## src/rtl/bin_gray_pkg.sv

```systemverilog
// Shared definitions for binary/Gray encoders.
//   MAX_SIZE  widest supported code word
//   bin2gray  reflected Gray encode of the low 'width' bits of value
//   gray2bin  reflected Gray decode of the low 'width' bits of value
// Both helpers work on a MAX_SIZE-wide container so any width up to
// MAX_SIZE can share one function; bits above 'width' return as zero.
package bin_gray_pkg;

    localparam int unsigned MAX_SIZE = 32;

    // Mask built by shifting all-ones right, so width == MAX_SIZE never
    // needs a 1 << MAX_SIZE term.
    function automatic logic [MAX_SIZE-1:0] width_mask(input int unsigned width);
        return {MAX_SIZE{1'b1}} >> (MAX_SIZE - width);
    endfunction

    function automatic logic [MAX_SIZE-1:0] bin2gray(input logic [MAX_SIZE-1:0] value,
                                                     input int unsigned width);
        logic [MAX_SIZE-1:0] v;
        v = value & width_mask(width);
        return v ^ (v >> 1);
    endfunction

    function automatic logic [MAX_SIZE-1:0] gray2bin(input logic [MAX_SIZE-1:0] value,
                                                     input int unsigned width);
        logic [MAX_SIZE-1:0] v;
        logic [MAX_SIZE-1:0] acc;
        v   = value & width_mask(width);
        acc = '0;
        // Bit j of the result is the XOR of all Gray bits at or above j.
        for (int i = 0; i < int'(MAX_SIZE); i++) begin
            acc = acc ^ (v >> i);
        end
        return acc;
    endfunction

endpackage

```

## src/rtl/binary_to_gray_if.sv

```systemverilog
// Signal bundle for binary_to_gray.
//   bin, in_valid        : value to encode and its qualifier (master -> slave)
//   gray, out_valid      : registered Gray result and its qualifier (slave -> master)
//   bin_rt, rt_err       : round-trip decode of gray and self-check flag (slave -> master)
interface binary_to_gray_if #(
    parameter int unsigned SIZE = 8
);

    logic [SIZE-1:0] bin;
    logic            in_valid;
    logic [SIZE-1:0] gray;
    logic            out_valid;
    logic [SIZE-1:0] bin_rt;
    logic            rt_err;

    modport master (
        output bin,
        output in_valid,
        input  gray,
        input  out_valid,
        input  bin_rt,
        input  rt_err
    );

    modport slave (
        input  bin,
        input  in_valid,
        output gray,
        output out_valid,
        output bin_rt,
        output rt_err
    );

endinterface

```

## src/rtl/gray_to_binary.sv

```systemverilog
// Combinational reflected-Gray to binary decoder.
//   gray : Gray-coded input
//   bin  : decoded binary, bin[j] = XOR of gray[SIZE-1:j]
module gray_to_binary #(
    parameter int unsigned SIZE = 8
) (
    input  logic [SIZE-1:0] gray,
    output logic [SIZE-1:0] bin
);

    logic [SIZE-1:0] acc;

    // Prefix XOR from the MSB down, written as an XOR of right shifts so the
    // vector never feeds back into itself bit by bit.
    always_comb begin
        acc = '0;
        for (int i = 0; i < int'(SIZE); i++) begin
            acc = acc ^ (gray >> i);
        end
    end

    assign bin = acc;

endmodule

```

## src/rtl/binary_to_gray.sv

```systemverilog
// Registered binary to reflected-Gray converter with valid qualifier and an
// in-system round-trip self-check.
//   clk   : rising-edge clock
//   rst_n : asynchronous active-low reset
//   bus   : slave side of binary_to_gray_if
//           bin/in_valid in; gray/out_valid/bin_rt/rt_err out
// One cycle of latency, no backpressure. rt_err flags any disagreement
// between the decoded Gray register and the stored copy of the input.
module binary_to_gray
    import bin_gray_pkg::*;
#(
    parameter int unsigned SIZE = 8
) (
    input  logic                   clk,
    input  logic                   rst_n,
    binary_to_gray_if.slave        bus
);

    if (SIZE < 1 || SIZE > MAX_SIZE) begin : g_size_check
        $error("binary_to_gray: SIZE must be in 1..%0d", MAX_SIZE);
    end

    logic [SIZE-1:0] gray_q, gray_d;
    logic [SIZE-1:0] bin_q, bin_d;
    logic            valid_q, valid_d;
    logic [SIZE-1:0] bin_rt;

    // Capture only on in_valid so an undriven bin never reaches the registers.
    always_comb begin
        gray_d  = gray_q;
        bin_d   = bin_q;
        valid_d = 1'b0;
        if (bus.in_valid) begin
            gray_d  = bus.bin ^ (bus.bin >> 1);
            bin_d   = bus.bin;
            valid_d = 1'b1;
        end
    end

    always_ff @(posedge clk or negedge rst_n) begin
        if (!rst_n) begin
            gray_q  <= '0;
            bin_q   <= '0;
            valid_q <= 1'b0;
        end else begin
            gray_q  <= gray_d;
            bin_q   <= bin_d;
            valid_q <= valid_d;
        end
    end

    gray_to_binary #(
        .SIZE (SIZE)
    ) u_decode (
        .gray (gray_q),
        .bin  (bin_rt)
    );

    assign bus.gray      = gray_q;
    assign bus.out_valid = valid_q;
    assign bus.bin_rt    = bin_rt;
    assign bus.rt_err    = valid_q & (bin_rt != bin_q);

endmodule

```

## src/flat_wrapper.sv

```systemverilog
// flat-port wrapper written by rule: the top's interface ports become plain ports
module binary_to_gray_flat import bin_gray_pkg::*;
#(
    parameter int unsigned SIZE = 8
)
  (clk, rst_n, bus_bin, bus_in_valid, bus_gray, bus_out_valid, bus_bin_rt, bus_rt_err);
  binary_to_gray_if #(.SIZE(SIZE)) bus_i ();
  input  logic clk;
  input  logic rst_n;
  input wire logic [$bits(bus_i.bin)-1:0] bus_bin;
  input wire logic [$bits(bus_i.in_valid)-1:0] bus_in_valid;
  output wire logic [$bits(bus_i.gray)-1:0] bus_gray;
  output wire logic [$bits(bus_i.out_valid)-1:0] bus_out_valid;
  output wire logic [$bits(bus_i.bin_rt)-1:0] bus_bin_rt;
  output wire logic [$bits(bus_i.rt_err)-1:0] bus_rt_err;
  assign bus_i.bin = bus_bin;
  assign bus_i.in_valid = bus_in_valid;
  assign bus_gray = bus_i.gray;
  assign bus_out_valid = bus_i.out_valid;
  assign bus_bin_rt = bus_i.bin_rt;
  assign bus_rt_err = bus_i.rt_err;
  binary_to_gray #(.SIZE(SIZE)) u_core (.clk(clk), .rst_n(rst_n), .bus(bus_i));
endmodule
```

## config.mk

```make
export PLATFORM = sky130hd
export DESIGN_NAME = binary_to_gray_flat
export DESIGN_NICKNAME = d
export VERILOG_FILES = /design/src/rtl/bin_gray_pkg.sv /design/src/rtl/binary_to_gray_if.sv /design/src/rtl/gray_to_binary.sv /design/src/rtl/binary_to_gray.sv /design/src/flat_wrapper.sv
export SDC_FILE = /design/constraint.sdc
export NUM_CORES = 1
export LEC_CHECK = 0
export BUFFER_PORTS_ARGS = -buffer_cell sky130_fd_sc_hd__buf_2
export CORE_ASPECT_RATIO = 1.4
export CORE_MARGIN = 3
export CORE_UTILIZATION = 25
export DETAILED_ROUTE_END_ITERATION = 16
export GPL_TIMING_DRIVEN = 0
export MAX_ROUTING_LAYER = met4
export PLACE_DENSITY = 0.44
export SLEW_MARGIN = 10
export SYNTH_ARGS = -nofsm -noshare
export SYNTH_HDL_FRONTEND = slang
export SYNTH_SLANG_ARGS = --single-unit
```

## constraint.sdc

```tcl
create_clock -name clk -period 5.5 [get_ports clk]
set_clock_uncertainty 0.2 [all_clocks]
set_input_delay 0.275 -clock clk [delete_from_list [all_inputs] [get_ports clk]]
set_output_delay 0.275 -clock clk [all_outputs]
set_load 0.01 [all_outputs]
```

Word level (Yosys, flattened, before mapping) --
Index checks and enable logic that the tools add are counted. W data, S select, Z words.
Word-level totals: bits in registers 17, bits of input ports 11, output and inout bits 18, word-level logic and storage cells 14
Operators by class: equal/unequal tests 1, muxes and demuxes 1, bitwise logic cells 9
Operators by type and width (count):
- $xor A8 B7 Y8 | 2
- $ne A8 B8 Y1 | 1
- $xor A8 B1 Y8 | 1
- $xor A8 B2 Y8 | 1
- $xor A8 B3 Y8 | 1
- $xor A8 B4 Y8 | 1
- $xor A8 B5 Y8 | 1
- $xor A8 B6 Y8 | 1
- $and A1 B1 Y1 | 1
- $mux W1 | 1

Depth between registers and ports, before layout --
Gate-level depths: netlist of the first run.
depth in word-level cells 9, depth in mapped cells 5, gate-level depth less buffers 5

By module --
Synthesis of the first run repeated with hierarchy kept, for this count alone.
Second synthesis, totals: cells, all modules 73, area, all modules 860.8 um^2
By module, submodules not included:
- binary_to_gray | times used 1, cells an instance 59, area each 729.4 um^2, seq. area each 400.4 um^2
- gray_to_binary | times used 1, cells an instance 14, area each 131.4 um^2, seq. area each 0.0 um^2

Worst setup path before layout of the first run --
No wires, ideal clock.
path kind register -> output, from register u_core.gray_q[6], in the netlist u_core.bus.gray[6], to output bus_rt_err, arrival time 1.792 ns, data required time 5.025 ns, slack 3.233 ns, stages on the path, launching flop included 6, path buffers 0, path through dfrtp_1 > xnor2_2 > xnor3_2 > xnor2_4 > mux2i_1 > a31oi_1
Between the ends: elaborated cells on any way between the ends 9, those cells by class eq/ne (1); bitwise (8)
RTL lines:
- start: declaration | line binary_to_gray.sv:23 | logic [SIZE-1:0] gray_q, gray_d;
- start signal: assignment | line binary_to_gray.sv:46 | gray_q <= gray_d;
- $xor A8 B3 Y8 | line gray_to_binary.sv:18 | acc = acc ^ (gray >> i);
- $xor A8 B2 Y8 | line gray_to_binary.sv:18
- $xor A8 B1 Y8 | line gray_to_binary.sv:18
- named net bus_bin_rt[1] | line flat_wrapper.sv:14 | output wire logic [$bits(bus_i.bin_rt)-1:0] bus_bin_rt;
- $ne A8 B8 Y1 | line binary_to_gray.sv:62 | assign bus.rt_err = valid_q & (bin_rt != bin_q);
- $and A1 B1 Y1 | line binary_to_gray.sv:62
- end: declaration | line flat_wrapper.sv:15 | output wire logic [$bits(bus_i.rt_err)-1:0] bus_rt_err;
The timed path passes the listed nets, and every way through them passes these cells.

Worst setup path after layout of the first run --
from register u_core.gray_q[7], in the netlist u_core.bus.gray[7], to output bus_rt_err
Between the ends: longest elaborated chain between the ends 9
Ends and longest elaborated chain (line):
- $xor A8 B7 Y8 | gray_to_binary.sv:18
- $xor A8 B6 Y8 | gray_to_binary.sv:18
- $xor A8 B5 Y8 | gray_to_binary.sv:18
- $xor A8 B4 Y8 | gray_to_binary.sv:18
- $xor A8 B3 Y8 | gray_to_binary.sv:18
- $xor A8 B2 Y8 | gray_to_binary.sv:18
- $xor A8 B1 Y8 (*) | gray_to_binary.sv:18
- $ne A8 B8 Y1 (*) | binary_to_gray.sv:62
- $and A1 B1 Y1 (*) | binary_to_gray.sv:62
Every way passes the cells marked *; elsewhere a longest branch is shown, timed or not.

==> impl_metrics.ini, run 1 <==
[status]
status = completed

[grt]
grt_start_max_net_pins = 17
grt_use_total_pct = 9.968
grt_first_pass_wirelength_um = 3339
first_global_vias = 699
antenna_found_initial = 0
gr-total-overflow = 0

[timing]
fmax_mhz = 371.6
grt_setup_unrepaired = false
setup_slack_ns = 2.809
hold_violations = 0
worst_slew_pin_slew_ns = 0.5029
tns_ns = 0
setup_viol_count_final = 0
holdWs_ns = 0.01913
fin_crit_ns = 2.691
slew_headroom_pct = 66.47
period_share_pct = 48.93
timing.final.max_slew_violations = 0

[setup_path]
cp_cell_sequence = xnor2_2 > xnor3_2 > xnor2_4 > mux2i_1 > a31oi_1 > buf_2
startpoint_type = flop
worstPathArrival_ns = 2.22
slowest_stage = xnor3_2
setup.worst_path.end_class = output port
worstSetupPathType = flop to output port
crit_path_max_fanout = 6
cp_data_required_time_ns = 5.03
r2r_cells = 1
critPathMaxStageDelay_ns = 0.50

[pwr]
power_density_nw_per_um2 = 366.1
p_int_uw = 279.8
swShare_pct = 33.16
power_frac_comb_pct = 41.1
seqPwrFrac_pct = 34.5
p_leak_nw = 0.5218
p_switching_uw = 138.8
p_clk_share_pct = 24.4
ir_drop_uv = 145.1

[finish]
design_area_sq_um = 1144
drive_gt1_share_pct = 40.35
diodes = 0
nets = 126
syn_to_final_growth_pct = 28.73
postLayoutCoreUtil_pct = 33.54

[clock_tree]
htree_levels = 1
clock_path_buffers = 2
cts_resized = 0
post_cts_buffers = 0
cts.clk_slew.worst_paths_ns = 0.06
clkLatencyLatePin_ns = 0.24
tritoncts = built
cts_made_buffers = 3
cts.sinks = 16
clock-root-buffer = clkbuf_8

[route]
routed_wl_um = 1854
drt.antenna.violating_nets = 0
first_iter_violations = 20
dr.pass1.iters = 4
viasPerCell = 4.286
drcViolationCount = 0
vias = 660
wl_per_cell_um = 12.04

[synthesis]
ys.flop_type = dfrtp_1
synth_area_leader_cell = dfrtp_1
syn-cell-area_sq_um = 888.4
syn-num-nets = 92
seq_area_frac_synth_pct = 45.07
synthArstFlopShare_pct = 100.0
yosys_register_bits = 16
synthMostInstantiatedCell = dfrtp_1
synth_edf_count = 0
synth.distinct_cells = 24
netlist_top_cells_count = dfrtp_1, xnor2_1, nor2_1
postSynthCellCount = 81
synth_top_area_share_pct = 45.07
avgSynthCellArea_sq_um = 10.97
yosys_warnings = 0
synthTopCellsByArea = dfrtp_1, xnor2_1, mux2_2

[placement]
hpwlAfterDp_um = 1482
pre_cts_ws_ns = 3.030
placedInstanceArea_sq_um = 1079
port_buffers = 28
routabilityCongestion = 0.6805

[die]
die_width_um = 56.38
chipHeight_um = 76.53
dieArea_sq_um = 4315
core_area_sq_um = 3410
rows = 25
io_pins = 29
initial_core_util_pct = 26.06

[min_path]
hold_depth = 1
hold_class = primary input to flop

[run]
drv_cap = 0
per-layer routing:
| metal | up-vias | routed length, um | track usage, % |
|---|---|---|---|
| li1 | 333 | - | - |
| met1 | 310 | 786 | 11.32 |
| met2 | 13 | 958 | 16.63 |
| met3 | 4 | 80 | 2.203 |
| met4 | 0 | 28 | 4.276 |
| met5 | - | 0 | - |
flip-flops by register name, summed over array words and instances, names as in the netlist:
name and count:
u_core.bin_q 7, u_core.bus.gray 8, u_core.bus.out_valid 1
power by group through the flow:
| stage | registers [mW] | clock network, mW | logic [mW] |
|---|---|---|---|
| 2_1_floorplan | 0.147 | 0 | 0.115 |
| 3_3_place_gp | 0.146 | 0 | 0.175 |
| 3_5_place_dp | 0.147 | 0 | 0.177 |
| 4_1_cts | 0.144 | 0.107 | 0.178 |
| 5_1_grt | 0.147 | 0.113 | 0.190 |
| 6_report | 0.144 | 0.102 | 0.172 |
critical path: cells and delay by family, from the launching register on:
family                 cells  cell delay, ns
AO/OA/AOI/OAI              1            0.09
buffers and inverters      1            0.14
XOR/XNOR                   3            1.10
flip-flops                 1            0.43
multiplexers               1            0.20
area by class of cell:
type                    instances  area (sq um)
fillers                       362          2266
multi-input cells              57         450.4
flip-flops and latches         16         400.4
repair buffers                 29         150.1
clock buffers                   4         55.05
well taps                      40         50.05
plain buffers                   4         22.52
inverters                       4         15.01
through the flow:
step / instances / power (mW)
finish: 154 / 0.4186
global route: 154 / 0.4498
CTS: 154 / 0.4293
detailed placement: 149 / 0.3236
global placement: 149 / 0.3218
floorplan: 81 / 0.2622
kinds of logic after synthesis:
| logic type | count (synthesis) | synth area share (%) |
|---|---|---|
| buffers and inverters | 8 | 4.225 |
| XOR/XNOR | 19 | 23.38 |
| AO/OA/AOI/OAI | 10 | 6.056 |
| AND/OR/NAND/NOR | 20 | 11.27 |
| multiplexers | 8 | 10.00 |
| flip-flops | 16 | 45.07 |
cells in the final DEF (no fill, tap or decap), drive strengths merged, types with 2 or more instances in the layout:
| cell | n |
|---|---|
| buf | 30 |
| dfrtp | 16 |
| clkbuf | 6 |
| nand4 | 2 |
| mux2 | 7 |
| nand3 | 2 |
| xor2 | 5 |
| xnor2 | 13 |
| nor2 | 8 |
| inv | 4 |
| a21oi | 7 |
| nand2 | 3 |
timing repair:
action / in CTS / in global routing
hold endpoints to repair: 16 / 0
hold buffers: 1 / 0
setup endpoints to repair: 0 / 0
path summary, 6_finish.rpt:
| path | startpoint | end | slack, ns |
|---|---|---|---|
| setup / recovery | u_core.bus.gray[7]$_DFFE_PN0P_ | bus_rt_err | 2.81 |
| hold / removal | bus_in_valid | u_core.bus.out_valid$_DFF_PN0_ | 0.02 |
| setup reg to reg | u_core.bus.gray[7]$_DFFE_PN0P_ | u_core.bus.gray[7]$_DFFE_PN0P_ | 4.48 |
| hold reg to reg | u_core.bin_q[5]$_DFFE_PN0P_ | u_core.bin_q[5]$_DFFE_PN0P_ | 0.33 |
| max in group asynchronous | rst_n | u_core.bin_q[2]$_DFFE_PN0P_ | 4.55 |
| min in group asynchronous | rst_n | u_core.bin_q[3]$_DFFE_PN0P_ | 0.28 |
Power figures use the tool's default switching activity.
==> inputs of run 2 (changes only) <==
PLACE_DENSITY = 0.46   (was 0.44)
clock period = 2.2 ns   (was 5.5 ns; I/O delays follow)
==> impl_metrics.ini, run 2 (synthesis gave the netlist of run 1 again) <==
[status]
status = finished with violations
violations = negative setup slack

[grt]
first_global_vias = 715
gr-total-overflow = 0
grt_use_total_pct = 9.904
antenna_found_initial = 0
grt_first_pass_wirelength_um = 3256
grt_start_max_net_pins = 17

[placement]
hpwlAfterDp_um = 1453
placedInstanceArea_sq_um = 1079
pre_cts_ws_ns = -0.08772
port_buffers = 28
dp.cells = 149
routabilityCongestion = 0.6873

[setup_path]
crit_path_max_fanout = 3
rrSetupSlack_ns = 1.14
setup.worst_path.end_class = output port
startpoint_type = flop
r2r-end = u_core.bus.gray[5]$_DFFE_PN0P_
cp_data_required_time_ns = 1.89
r2r_cells = 3
r2r-start = u_core.bus.gray[5]$_DFFE_PN0P_
worstSetupPathType = flop to output port
worstPathArrival_ns = 1.90

[route]
drcViolationCount = 0
drt.antenna.violating_nets = 0
dr.pass1.iters = 4
viasPerCell = 4.275
first_iter_violations = 20
wl_per_cell_um = 11.15
routed_wl_um = 1862
vias = 714

[die]
chipHeight_um = 76.53
rows = 25
initial_core_util_pct = 26.06
io_pins = 29
dieArea_sq_um = 4315
core_area_sq_um = 3410
die_width_um = 56.38

[timing]
holdWs_ns = 0.1066
setup_viol_count_final = 1
grt_setup_unrepaired = true
hold_violations = 0
slew_headroom_pct = 65.77
timing.final.max_slew_violations = 0
fmax_mhz = 452.8
fin_crit_ns = 2.208
worst_slew_pin_slew_ns = 0.5135
setup_slack_ns = -0.008458
period_share_pct = 100.4

[clock_tree]
clock-root-buffer = clkbuf_8
cts.sinks = 16
cts_made_buffers = 3
tritoncts = built
clkLatencyLatePin_ns = 0.25
clock_path_buffers = 2
cts.clk_slew.worst_paths_ns = 0.06
htree_levels = 1

[finish]
final_cell_mix = buf_2, dfrtp_1, xnor2_1, dlygate4sd3_1, nor2_1
design_area_sq_um = 1286
fillers = 344
layout_commonest_cell = buf_2
final-instance-count-excl-fill = 167
largest_reg_flops = 8
nets = 139
drive_gt1_share_pct = 42.52
syn_to_final_growth_pct = 44.79
final-seq-area_sq_um = 404.1
multi_input_area_sq_um = 469.2
diodes = 0

[pwr]
p_leak_nw = 0.5829
power_density_nw_per_um2 = 872.5
total_power_mw = 1.122
ir_drop_uv = 330.6

[min_path]
hold_class = primary input to asynchronous set/reset pin

[run]
drv_cap = 0
-- run 2: cell types whose count changed in the layout (fill, tap and decap cells not counted), sizes merged --
cell	delta
dlygate4sd3	+9
buf	+4
-- run 2: worst max-delay path by stage --
stage	startpoint	to	slack, ns	cells after the start
6_report	u_core.bus.gray[6]$_DFFE_PN0P_	bus_rt_err	-0.008	6
5_1_grt	u_core.bus.gray[6]$_DFFE_PN0P_	bus_rt_err	-0.13	6
4_1_cts	u_core.bus.gray[5]$_DFFE_PN0P_	bus_rt_err	-0.07	6
3_5_place_dp	u_core.bus.gray[7]$_DFFE_PN0P_	bus_rt_err	-0.09	6
3_3_place_gp	u_core.bus.gray[7]$_DFFE_PN0P_	bus_rt_err	-0.09	6
2_1_floorplan	u_core.bus.gray[6]$_DFFE_PN0P_	bus_rt_err	0.1	5
-- run 2: critical path: stages, from the launching register on --
cell and delay (ns):
dfrtp_2 0.45, xnor2_4 0.19, xnor3_2 0.41, xnor2_4 0.17, mux2i_1 0.20, a31oi_1 0.08
buf_2 0.14
-- run 2: per-stage QoR --
| stage | setup TNS, ns | utilization [%] |
|---|---|---|
| 3_3_place_gp | -0.09402 | 31.63 |
| 3_5_place_dp | -0.08772 | 31.63 |
| 4_1_cts | -0.1119 | 37.65 |
| 2_1_floorplan | 0 | - |
| 5_1_grt | -0.2306 | 37.72 |
| 6_report | -0.008458 | 37.72 |
-- run 2: routing by layer --
metal  routed length [um]  up-vias  GRT usage (%)
li1                     -      362              -
met1                  785      334          10.92
met2                  954       14          15.93
met3                   88        4          2.542
met4                   34        0          5.701
met5                    0        -              -
-- run 2: final cells by class --
class / instances / share of cell area [%]
buffer: 4 / 1.751
multi-input combinational: 57 / 36.48
timing repair buffer: 42 / 21.01
sequential: 16 / 31.42
inverter: 4 / 1.167
clock buffer: 4 / 4.280
tap: 40 / 3.891
-- run 2: what timing repair did --
item / CTS / global route
resized for setup: 3 / 2
pin swaps: 5 / 1
endpoints found under the hold margin: 32 / 0
hold buffers: 10 / 0
setup endpoints to repair: 3 / 2
setup buffers: 4 / 0
-- run 2: power breakdown --
group	total, mW	internal, mW	switching [mW]
Sequential	0.363	0.327	0.0365
Clock	0.262	0.159	0.103
Combinational	0.497	0.271	0.226
Total	1.12	0.757	0.366
==> inputs of run 3 (changes only) <==
ABC_AREA = 1   (was not set)
PLACE_DENSITY = 0.44   (was 0.46)
==> impl_metrics.ini, run 3 <==
[status]
status = completed

[finish]
drive_gt1_share_pct = 34.25
design_area_sq_um = 1590
largest_reg_flops = 8
postLayoutCoreUtil_pct = 38.90
diodes = 0
nets = 231
final_cell_mix = nand2_1, buf_2, o21ai_0
syn_to_final_growth_pct = 44.76
fillers = 444
layout_commonest_cell = nand2_1

[route]
drt.antenna.violating_nets = 0
first_iter_violations = 17
dr.pass1.iters = 2
routed_wl_um = 3044
drcViolationCount = 0
vias = 1201
viasPerCell = 4.336
wl_per_cell_um = 10.99

[setup_path]
r2r_cells = 5
crit_path_max_fanout = 8
worstSetupPathType = flop to output port
worstPathArrival_ns = 1.79
cp_data_required_time_ns = 1.89
startpoint_type = flop
setup.worst_path.end_class = output port

[die]
io_pins = 29
dieArea_sq_um = 5237
initial_core_util_pct = 26.87
core_area_sq_um = 4088
rows = 27
chipHeight_um = 84.44
die_width_um = 62.03

[clock_tree]
cts.sinks = 16
clock-root-buffer = clkbuf_8
clock_path_buffers = 2
cts_made_buffers = 3
clkLatencyLatePin_ns = 0.25
cts.clk_slew.worst_paths_ns = 0.07
htree_levels = 1
tritoncts = built

[synthesis]
netlist_top_cells_count = nand2_1, inv_1, o21ai_0
ys.flop_type = dfrtp_1
synth.distinct_cells = 17
synthArstFlopShare_pct = 100.0
avgSynthCellArea_sq_um = 6.578
postSynthCellCount = 167
yosys_register_bits = 16
yosys_warnings = 0
synth_edf_count = 0
synth_area_leader_cell = dfrtp_1
synth_top_area_share_pct = 36.45
syn-num-nets = 178
seq_area_frac_synth_pct = 36.45
synthTopCellsByArea = dfrtp_1, nand2_1, o21ai_0
syn-cell-area_sq_um = 1099
synthMostInstantiatedCell = nand2_1

[grt]
first_global_vias = 1214
grt_use_total_pct = 13.07
grt_start_max_net_pins = 17
gr-total-overflow = 0
antenna_found_initial = 0
grt_first_pass_wirelength_um = 5168

[pwr]
ir_drop_uv = 242.9
p_leak_nw = 0.8697
power_density_nw_per_um2 = 678.6

[timing]
fmax_mhz = 477.1
fin_crit_ns = 2.096
tns_ns = 0
timing.final.max_slew_violations = 0
slew_headroom_pct = 72.92
period_share_pct = 95.28
worst_slew_pin_slew_ns = 0.4061
grt_setup_unrepaired = true
hold_violations = 0
setup_viol_count_final = 0

[min_path]
hold_class = primary input to asynchronous set/reset pin

[run]
drv_cap = 0

[placement]
port_buffers = 28
hpwlAfterDp_um = 2377
routabilityCongestion = 0.7778
placedInstanceArea_sq_um = 1311
run 3: cell types whose count changed after synthesis, sizes merged, moves of 2 or more:
cell    change
a21oi       -7
inv        +17
mux2        -7
nand2      +82
nand3      +13
nor2        -3
o21ai      +16
o221ai      +2
xnor2      -13
xor2        -5
run 3: where the power goes:
part	internal, mW	leakage [nW]	total (mW)	switching [mW]
registers	0.324	0.191	0.354	0.0304
logic	0.193	0.650	0.458	0.265
clock network	0.159	0.0288	0.267	0.108
total	0.675	0.870	1.08	0.404
run 3: metal layers:
metal	routed length (um)	vias up	share of wire (%)	global-route usage, %
met5	0	-	0	-
met4	61	0	2.0	6.371
met3	90	6	3.0	2.000
met2	1630	20	54	21.32
met1	1260	549	41	14.89
li1	-	626	-	-
run 3: layout make-up:
type | count | area [sq um] | area share (%)
multi-input combinational | 126 | 629.4 | 39.58
sequential | 16 | 404.1 | 25.41
inverter | 21 | 81.33 | 5.114
buffer | 4 | 25.02 | 1.574
clock buffer | 4 | 55.05 | 3.462
tap | 58 | 72.57 | 4.563
timing repair buffer | 48 | 322.8 | 20.30
run 3: what timing repair did:
| action | CTS | global route |
|---|---|---|
| endpoints found under the hold margin | 32 | 0 |
| hold buffers | 13 | 0 |
| pin swaps | 2 | 7 |
| buffers inserted | 2 | 5 |
| setup endpoints to repair | 1 | 4 |
| gates resized for setup | 1 | 18 |
run 3: logic make-up after synthesis:
family / share of synthesized area [%]
buffers and inverters: 9.453
AND/OR/NAND/NOR: 44.76
flip-flops: 36.45
AO/OA/AOI/OAI: 9.340
run 3: through the flow:
stage | setup slack, ns | instances | hold slack [ns] | total power, mW
6_report | 0.1039 | 277 | 0.1162 | 1.079
5_1_grt | -0.08798 | 277 | 0.1559 | 1.165
4_1_cts | 0.004122 | 272 | 0.1230 | 1.061
3_5_place_dp | 0.2604 | 253 | -0.1323 | 0.7567
3_3_place_gp | 0.2706 | 253 | -0.1380 | 0.7514
2_1_floorplan | 0.5268 | 167 | -0.3856 | 0.6306
run 3: worst paths after layout:
kind | startpoint | slack, ns | to
min reg2reg | u_core.bin_q[5]$_DFFE_PN0P_ | 0.34 | u_core.bin_q[5]$_DFFE_PN0P_
max | u_core.bus.gray[6]$_DFFE_PN0P_ | 0.10 | bus_rt_err
max in group asynchronous | rst_n | 1.38 | u_core.bus.gray[3]$_DFFE_PN0P_
max reg2reg | u_core.bus.gray[6]$_DFFE_PN0P_ | 0.56 | u_core.bus.gray[6]$_DFFE_PN0P_
min in group clk | u_core.bin_q[5]$_DFFE_PN0P_ | 0.34 | u_core.bin_q[5]$_DFFE_PN0P_
min | rst_n | 0.12 | u_core.bin_q[5]$_DFFE_PN0P_
run 3: worst max-delay path, cell delays in order (launching register included):
cell     delay, ns
dfrtp_2       0.45
inv_2         0.10
nand2_2       0.08
nand2_4       0.10
nand2_4       0.09
nand2_8       0.09
nand2_1       0.05
nand3_1       0.06
nand2_1       0.06
nor2_2        0.11
nand2_1       0.05
nor2_1        0.10
nor2_1        0.04
buf_2         0.13
